--- src/rtl/soc_system_fifo_pkg.sv ---
// Shared types and constants for the HPS-to-stream FIFO: info register layout,
// MM address map and the stored entry format.
package soc_system_fifo_pkg;

  localparam int INFO_SOP       = 0;
  localparam int INFO_EOP       = 1;
  localparam int INFO_EMPTY_LSB = 2;
  localparam int INFO_CH_LSB    = 8;
  localparam int INFO_ERR_LSB   = 16;

  localparam logic ADDR_DATA = 1'b0;
  localparam logic ADDR_INFO = 1'b1;

  typedef struct packed {
    logic [31:0] data;
    logic [7:0]  channel;
    logic [7:0]  error;
    logic [1:0]  empty;
    logic        sop;
    logic        eop;
  } entry_t;

  // Info register as seen on readback; unused bits read as zero.
  function automatic logic [31:0] info_word(input entry_t e);
    logic [31:0] w;
    w = '0;
    w[INFO_SOP]              = e.sop;
    w[INFO_EOP]              = e.eop;
    w[INFO_EMPTY_LSB +: 2]   = e.empty;
    w[INFO_CH_LSB +: 8]      = e.channel;
    w[INFO_ERR_LSB +: 8]     = e.error;
    return w;
  endfunction

endpackage

--- src/rtl/soc_system_fifo_ram_sc.sv ---
// Single-clock simple dual-port RAM FIFO core; head is read from the registered
// read pointer so it is valid whenever the core is non-empty.
module soc_system_fifo_ram_sc
  import soc_system_fifo_pkg::*;
#(
  parameter int ENTRIES = 31,
  parameter int AW      = 5
) (
  input  logic   clk,
  input  logic   reset,
  input  logic   push,
  input  entry_t wr_dat,
  input  logic   pop,
  output entry_t head,
  output logic   empty,
  output logic   full
);

  localparam logic [AW-1:0] LAST     = AW'(ENTRIES - 1);
  localparam logic [AW:0]   FULL_CNT = (AW+1)'(ENTRIES);
  localparam logic [AW:0]   ONE      = (AW+1)'(1);

  entry_t          mem [ENTRIES];
  logic [AW-1:0]   wr_ptr;
  logic [AW-1:0]   rd_ptr;
  logic [AW:0]     used;

  assign empty = (used == '0);
  assign full  = (used == FULL_CNT);
  assign head  = mem[rd_ptr];

  always_ff @(posedge clk) begin
    if (push) mem[wr_ptr] <= wr_dat;
  end

  // Entry count is not a power of two, so pointers wrap explicitly.
  always_ff @(posedge clk) begin
    if (reset) begin
      wr_ptr <= '0;
      rd_ptr <= '0;
      used   <= '0;
    end else begin
      if (push) wr_ptr <= (wr_ptr == LAST) ? '0 : wr_ptr + AW'(1);
      if (pop)  rd_ptr <= (rd_ptr == LAST) ? '0 : rd_ptr + AW'(1);
      case ({push, pop})
        2'b10:   used <= used + ONE;
        2'b01:   used <= used - ONE;
        default: used <= used;
      endcase
    end
  end

endmodule

--- src/rtl/soc_system_fifo_mm_to_st.sv ---
// HPS Avalon-MM write slave feeding an Avalon-ST source through a RAM FIFO plus
// a registered output stage; a push into an empty block bypasses the RAM.
module soc_system_fifo_mm_to_st
  import soc_system_fifo_pkg::*;
#(
  parameter int DEPTH  = 32,
  parameter int ADDR_W = 5
) (
  input  logic              wrclock,
  input  logic              reset,
  input  logic              avalonmm_write_slave_address,
  input  logic              avalonmm_write_slave_write,
  input  logic [31:0]       avalonmm_write_slave_writedata,
  input  logic              avalonmm_write_slave_read,
  output logic [31:0]       avalonmm_write_slave_readdata,
  output logic              avalonmm_write_slave_waitrequest,
  output logic [31:0]       avalonst_source_data,
  output logic              avalonst_source_valid,
  input  logic              avalonst_source_ready,
  output logic [7:0]        avalonst_source_channel,
  output logic [7:0]        avalonst_source_error,
  output logic [1:0]        avalonst_source_empty,
  output logic              avalonst_source_startofpacket,
  output logic              avalonst_source_endofpacket,
  output logic [ADDR_W:0]   level
);

  localparam logic [ADDR_W:0] FULL_CNT = (ADDR_W+1)'(DEPTH);
  localparam logic [ADDR_W:0] ONE      = (ADDR_W+1)'(1);

  entry_t          info;
  entry_t          stage;
  entry_t          ram_head;
  entry_t          in_entry;
  logic [ADDR_W:0] count;
  logic            stage_vld;
  logic            ram_empty;
  logic            ram_full;
  logic            is_data;
  logic            blk_full;
  logic            push;
  logic            pop;
  logic            stage_load;
  logic            ram_push;
  logic            ram_pop;

  assign is_data    = (avalonmm_write_slave_address == ADDR_DATA);
  assign blk_full   = (count == FULL_CNT);
  assign push       = avalonmm_write_slave_write & is_data & ~blk_full;
  assign pop        = stage_vld & avalonst_source_ready;
  assign stage_load = ~stage_vld | pop;
  assign ram_pop    = stage_load & ~ram_empty;
  // Bypass only when the RAM holds nothing, which keeps ordering strictly FIFO.
  assign ram_push   = push & ~(stage_load & ram_empty) & ~ram_full;

  always_comb begin
    in_entry      = info;
    in_entry.data = avalonmm_write_slave_writedata;
  end

  soc_system_fifo_ram_sc #(
    .ENTRIES (DEPTH - 1),
    .AW      (ADDR_W)
  ) u_ram (
    .clk    (wrclock),
    .reset  (reset),
    .push   (ram_push),
    .wr_dat (in_entry),
    .pop    (ram_pop),
    .head   (ram_head),
    .empty  (ram_empty),
    .full   (ram_full)
  );

  always_ff @(posedge wrclock) begin
    if (reset) begin
      stage_vld                     <= 1'b0;
      stage                         <= '0;
      count                         <= '0;
      info                          <= '0;
      avalonmm_write_slave_readdata <= '0;
    end else begin
      if (stage_load) begin
        if (!ram_empty) begin
          stage     <= ram_head;
          stage_vld <= 1'b1;
        end else if (push) begin
          stage     <= in_entry;
          stage_vld <= 1'b1;
        end else begin
          stage_vld <= 1'b0;
        end
      end

      case ({push, pop})
        2'b10:   count <= count + ONE;
        2'b01:   count <= count - ONE;
        default: count <= count;
      endcase

      // SOP/EOP are one-shot markers for the next pushed word; the rest persist.
      if (avalonmm_write_slave_write && !is_data) begin
        info.sop     <= avalonmm_write_slave_writedata[INFO_SOP];
        info.eop     <= avalonmm_write_slave_writedata[INFO_EOP];
        info.empty   <= avalonmm_write_slave_writedata[INFO_EMPTY_LSB +: 2];
        info.channel <= avalonmm_write_slave_writedata[INFO_CH_LSB +: 8];
        info.error   <= avalonmm_write_slave_writedata[INFO_ERR_LSB +: 8];
      end else if (push) begin
        info.sop <= 1'b0;
        info.eop <= 1'b0;
      end

      if (avalonmm_write_slave_read) begin
        avalonmm_write_slave_readdata <= is_data ? {{(31-ADDR_W){1'b0}}, count}
                                                 : info_word(info);
      end
    end
  end

  assign avalonmm_write_slave_waitrequest = avalonmm_write_slave_write & is_data & blk_full;
  assign level                          = count;
  assign avalonst_source_valid          = stage_vld;
  assign avalonst_source_data           = stage.data;
  assign avalonst_source_channel        = stage.channel;
  assign avalonst_source_error          = stage.error;
  assign avalonst_source_empty          = stage.empty;
  assign avalonst_source_startofpacket  = stage.sop;
  assign avalonst_source_endofpacket    = stage.eop;

endmodule

--- config.mk ---
export PLATFORM = sky130hd
export DESIGN_NAME = soc_system_fifo_mm_to_st
export DESIGN_NICKNAME = d
export VERILOG_FILES = /design/src/rtl/soc_system_fifo_pkg.sv /design/src/rtl/soc_system_fifo_ram_sc.sv /design/src/rtl/soc_system_fifo_mm_to_st.sv
export SDC_FILE = /design/constraint.sdc
export NUM_CORES = 2
export LEC_CHECK = 0
export CAP_MARGIN = 15
export CORE_MARGIN = 2
export CORE_UTILIZATION = 69
export CTS_BUF_LIST = sky130_fd_sc_hd__clkbuf_8
export DETAILED_ROUTE_END_ITERATION = 16
export PLACE_DENSITY_LB_ADDON = 0.15
export SLEW_MARGIN = 20
export SYNTH_ARGS = -nofsm -noshare
export SYNTH_HDL_FRONTEND = slang
export SYNTH_HIERARCHICAL = 1
export SYNTH_SLANG_ARGS = --single-unit
--- constraint.sdc ---
create_clock -name wrclock -period 8.35 [get_ports wrclock]
set_input_delay 1.67 -clock wrclock [delete_from_list [all_inputs] [get_ports wrclock]]
set_output_delay 1.67 -clock wrclock [all_outputs]
set_load 0.01 [all_outputs]
**Word-level counts from Yosys, hierarchy flattened**

Memory sizes are Yosys's and may differ from the RTL's. A register that Yosys moved wholly into a read port is not among the register bits.
Cells that the tools add are included.

- Bitwise operators: 15
- Mux-type cells: 15
- Add/subtract/negate cells: 6
- Reduce and logical (&&, ||, !) cells: 6
- Equal/unequal tests: 9

Operator list:

| operator | count |
|---|---|
| 52-bit 2-to-1 mux | 2 |
| 24-bit 2-to-1 mux | 1 |
| 6-bit one-hot mux with 2 select lines | 2 |
| 5-bit 2-to-1 mux | 4 |
| 6-bit by 1-bit adder with 6-bit output, second input constant | 2 |
| 6-bit by 1-bit subtractor with 6-bit output, second input constant | 2 |
| 5-bit by 1-bit adder with 5-bit output, second input constant | 2 |
| 5-bit == test, second input constant | 2 |
| 1-bit bitwise AND | 8 |
| 6-bit by 5-bit == test with 1-bit output, second input constant | 1 |
| 6-bit == test, second input constant | 1 |
| 6-bit logical NOT | 1 |
| 1-bit NOT | 6 |
| 2-bit nonzero test | 3 |
| 2-bit by 1-bit == test with 1-bit output, second input constant | 2 |
| 2-bit == test, second input constant | 2 |
| 1-bit 2-to-1 mux | 4 |
| 2-bit 2-to-1 mux | 2 |
| 2-bit by 1-bit inequality test with 1-bit output, second input constant | 1 |
| 2-bit AND reduction | 1 |
| 1-bit logical AND | 1 |
| 1-bit OR | 1 |

- Output and inout port bits: 92
- Memory bits (writable): 1612
- Input bits: 38
- Word-level logic and storage cells: 69
- Register bits: 127
- Memories kept: 1

Memory list:

| memory | words | width | rd ports | clocked after Yosys merged registers in | write ports | line | source |
|---|---|---|---|---|---|---|---|
| u_ram.mem | 31 | 52 | 1 | 1 | 1 | soc_system_fifo_ram_sc.sv:23 | `entry_t mem [ENTRIES];` |

**Longest topological paths before layout**

- Depth after elaboration: 8
- Depth in mapped cells: 17
- Depth with buffers taken out: 11

**Modules after synthesis**

The synthesis kept the hierarchy.

Modules (own cells, without submodules):

| module | cells each | area each (um^2) | times used | sequential area each (um^2) |
|---|---|---|---|---|
| soc_system_fifo_ram_sc | 3246 | 63066.7 | 1 | 48826.8 |
| soc_system_fifo_mm_to_st | 563 | 4973.5 | 1 | 2021.9 |

**Worst setup path before layout**

No wires, ideal clock.

- Path type: input to register
- Start: in avalonmm_write_slave_address
- End: mem u_ram/mem[30][0] in the netlist's numbering, enable pin
- Path slack: 2.534 ns
- Data required time: 7.885 ns
- Arrival: 5.351 ns
- Cell stages on the path: 9
- Cell sequence: clkbuf_1 > nor2b_1 > o21ai_1 > buf_4 > buf_4 > a211oi_1 > clkbuf_1 > nand2_1 > nor2_1

- Cells in the longest elaborated chain, start to end: 7

Ends and longest elaborated chain:

| element | line | source |
|---|---|---|
| start: declaration | soc_system_fifo_mm_to_st.sv:11 | `input logic avalonmm_write_slave_address,` |
| 1-bit NOT | soc_system_fifo_mm_to_st.sv:47 | `assign is_data = (avalonmm_write_slave_address == ADDR_DATA);` |
| 1-bit bitwise AND (2 in series) | soc_system_fifo_mm_to_st.sv:49 | `assign push = avalonmm_write_slave_write & is_data & ~blk_full;` |
| 1-bit bitwise AND (2 in series) | soc_system_fifo_mm_to_st.sv:54 | `assign ram_push = push & ~(stage_load & ram_empty) & ~ram_full;` |
| net ram_push | soc_system_fifo_mm_to_st.sv:44 | `logic ram_push;` |
| 1-bit 2-to-1 mux | soc_system_fifo_ram_sc.sv:33 | `if (push) mem[wr_ptr] <= wr_dat;` |
| 1-bit 2-to-1 mux (implied by the code) | soc_system_fifo_ram_sc.sv:33 |  |
| end: declaration | soc_system_fifo_ram_sc.sv:23 |  |

The timed path passes the listed nets, and every way through them passes these cells.

**Final worst setup path**

- Start: in avalonmm_write_slave_address
- End: mem u_ram/mem[13][4] in the netlist's numbering, enable pin

The elaborated chain is that of the path after synthesis.

==> flow_summary.ini <==
[status]
status = completed

[timing]
final-hold-violation-count = 0
fin_ws_ps = 2920
maxSlewHeadroom = 0.221
drv_slew = 0
rsz0062_at_grt = no
fin_skew_ps = 57.8
setup-tns-final_ps = 0
setup_viol = 0
layout_min_cycle_time_ps = 5430
fin_hold_ws_ps = 456
worst_pin_slew_ps = 1170
period_share = 0.650
max_freq_mhz = 184

[synthesis]
synth_edf_count = 1612
synth_compound_area_frac = 0.0540
netlist_instances = 3809
synth-adder-area-share = 0.00221
synth_largest_area_cell = edfxtp_1
synth-seq-cells = 1734
yosysMostFrequentCell = edfxtp_1
synth_top_area_share = 0.711
ys_seq_area_frac = 0.747
ys_top_cells_by_count = edfxtp_1, mux2i_1, mux4_2, o22ai_1, mux2_2
synth_area_leaders = edfxtp_1, mux2i_1, mux4_2, dfxtp_1, mux2_2
syn-cell-area_mm2 = 0.0680
yosys.area_share.simple = 0.0356
synth_xor_area_frac = 0.00154
synth_top_family_by_area = multiplexers
synth_warnings = 6
synth_top_flop_cell = edfxtp_1
ys_async_sr_fraction = 0
syn_avg_cell_area_um2 = 17.9
synthMuxAreaShare = 0.136
ys_types = 67

[final_layout]
final_nets = 4129
final_cells = 5572
postLayoutCoreUtil = 0.774
drive_gt1_frac = 0.197
areaGrowthSynthToFinish_pct = 11.6

[clock_network]
post_cts_buffers = 0
cts_tree = built
cts_hold_buf = 0
cts_root_buffer = clkbuf_8
clk_path_buf_depth = 4
h-tree-depth = 5
clock_sink_count = 1734
cts_made_buffers = 280
clk_pin_slew_worst_paths_ps = 50
insertion_delay_ps = 960
cts_resized = 0

[power]
peakVddDrop_mv = 0.314
power.density_mw_per_mm2 = 291
leakagePower_nw = 24.5

[min_path]
whs_path_depth = 2
min_to = avalonst_source_empty[0]$_SDFFE_PP0P_
hold_path.class = reg2reg
worstHoldStart = avalonst_source_empty[0]$_SDFFE_PP0P_

[grt]
grt_max_degree = 144
antenna_found_initial = 5
track_usage = 0.341
grt_pass1_vias = 37800
overflow = 0
grt_pass1_wl_mm = 249

[floorplanning]
dieArea_mm2 = 0.101
start_util = 0.693
die_x_um = 318
die_h_um = 318
rows = 115
coreArea_mm2 = 0.0981
io-pin-count = 130

[worst_setup_path]
reg2reg_depth = 6
crit_required_ps = 8900
ff2ff_setup_slack_ps = 3820
cp-end-kind = register
start_kind = primary input
crit_arrival_ps = 5980
r2r_end = u_ram/mem[13][4]$_DFFE_PP_
cp_max_fo = 28
regToRegStartpoint = level[1]$_SDFFE_PP0P_
crit_type = in2reg

[routing]
vias = 37900
wl_mm = 171
first_pass_iters = 6
ant_nets = 0
via_per_inst = 6.81
wl_per_cell_um = 30.7
drt_iter0_markers = 5576
drc = 0

[placed_design]
dpl.hpwl_mm = 101
globalplace.congestion = 0.891
io_buffers = 119
place_ws_ps = 2090
dp_cells = 5081

[run]
max-cap-violations = 0
-- cell type report --
| type | count | area [um2] |
|---|---|---|
| fillers | 5267 | 22200 |
| multi-input cells | 1770 | 16000 |
| flip-flops and latches | 1734 | 50900 |
| diodes | 11 | 27.5 |
| repair buffers | 232 | 2100 |
| clock buffers | 304 | 4180 |
| inverters | 61 | 229 |
| well taps | 1287 | 1610 |
| clock inverters | 173 | 947 |
-- power by group --
part           switching [mW]  internal (mW)  total [mW]
clock network            3.19           3.59        6.78
logic                    3.01           2.33        5.34
registers               0.233           9.72        9.95
total                    6.44           15.6        22.1
-- how the worst max path moves through the flow --
stage                                        endpoint  slack, ps                    startpoint
after global placement    u_ram/mem[21][38]$_DFFE_PP_       1520  avalonmm_write_slave_address
after floorplan            u_ram/mem[30][0]$_DFFE_PP_       2530  avalonmm_write_slave_address
after global routing       u_ram/mem[13][4]$_DFFE_PP_       2810  avalonmm_write_slave_address
final                      u_ram/mem[13][4]$_DFFE_PP_       2920  avalonmm_write_slave_address
after detailed placement  u_ram/mem[15][13]$_DFFE_PP_       2090  avalonmm_write_slave_address
after CTS                  u_ram/mem[15][4]$_DFFE_PP_       3050  avalonmm_write_slave_address
-- stage by stage --
stage	cell area (um2)	power [mW]
after floorplan	68100	13.8
after global placement	70700	15.3
after detailed placement	70700	15.4
after CTS	75900	22.1
after global routing	75900	22.8
final	75900	22.1
-- routing by layer --
| layer | track usage | vias up | part of all wire |
|---|---|---|---|
| met5 | 0 | - | 0 |
| met2 | 0.520 | 2612 | 0.47 |
| met3 | 0.0841 | 343 | 0.13 |
| li1 | - | 15800 | - |
| met4 | 0.124 | 0 | 0.033 |
| met1 | 0.489 | 19200 | 0.37 |
-- cells by family (layout without fill, tap and decap cells) --
logic type | Yosys count | count (layout)
flip-flops | 1734 | 1734
AO/OA/AOI/OAI | 536 | 536
other | 1 | 21
multiplexers | 727 | 727
AND/OR/NAND/NOR | 473 | 473
adder cells (fa/ha/maj) | 12 | 12
buffers and inverters | 314 | 770
XOR/XNOR | 12 | 12
-- critical path, stage by stage --
cell and delay, ps:
clkdlybuf4s50_1 410, buf_4 260, nor2b_1 260, o21ai_4 280, a211oi_2 760, nand2_1 710
nor2_4 1060, buf_4 530
-- layout by cell type (no fill, tap or decap), drive strengths merged, types with 109 or more instances in the layout --
cell type and n:
clkbuf 304, mux2 128, dfxtp 122, clkdlybuf4s50 109, mux2i 452, buf 123, mux4 147, edfxtp 1612
inv 146, a211oi 118, a21oi 129, o22ai 139
-- sequential cells by signal, summed over array words and instances, names as in the netlist, named ones only --
name                           flops
avalonst_source_endofpacket        1
in_entry                          20
u_ram/rd_ptr                       5
level                              6
avalonst_source_startofpacket      1
avalonst_source_error              8
avalonst_source_empty              2
u_ram/wr_ptr                       5
u_ram/mem                       1612
avalonst_source_data              32
avalonst_source_valid              1
avalonst_source_channel            8
u_ram/used                         6
avalonmm_write_slave_readdata     22
No activity file was read; power rests on OpenSTA's default activity.
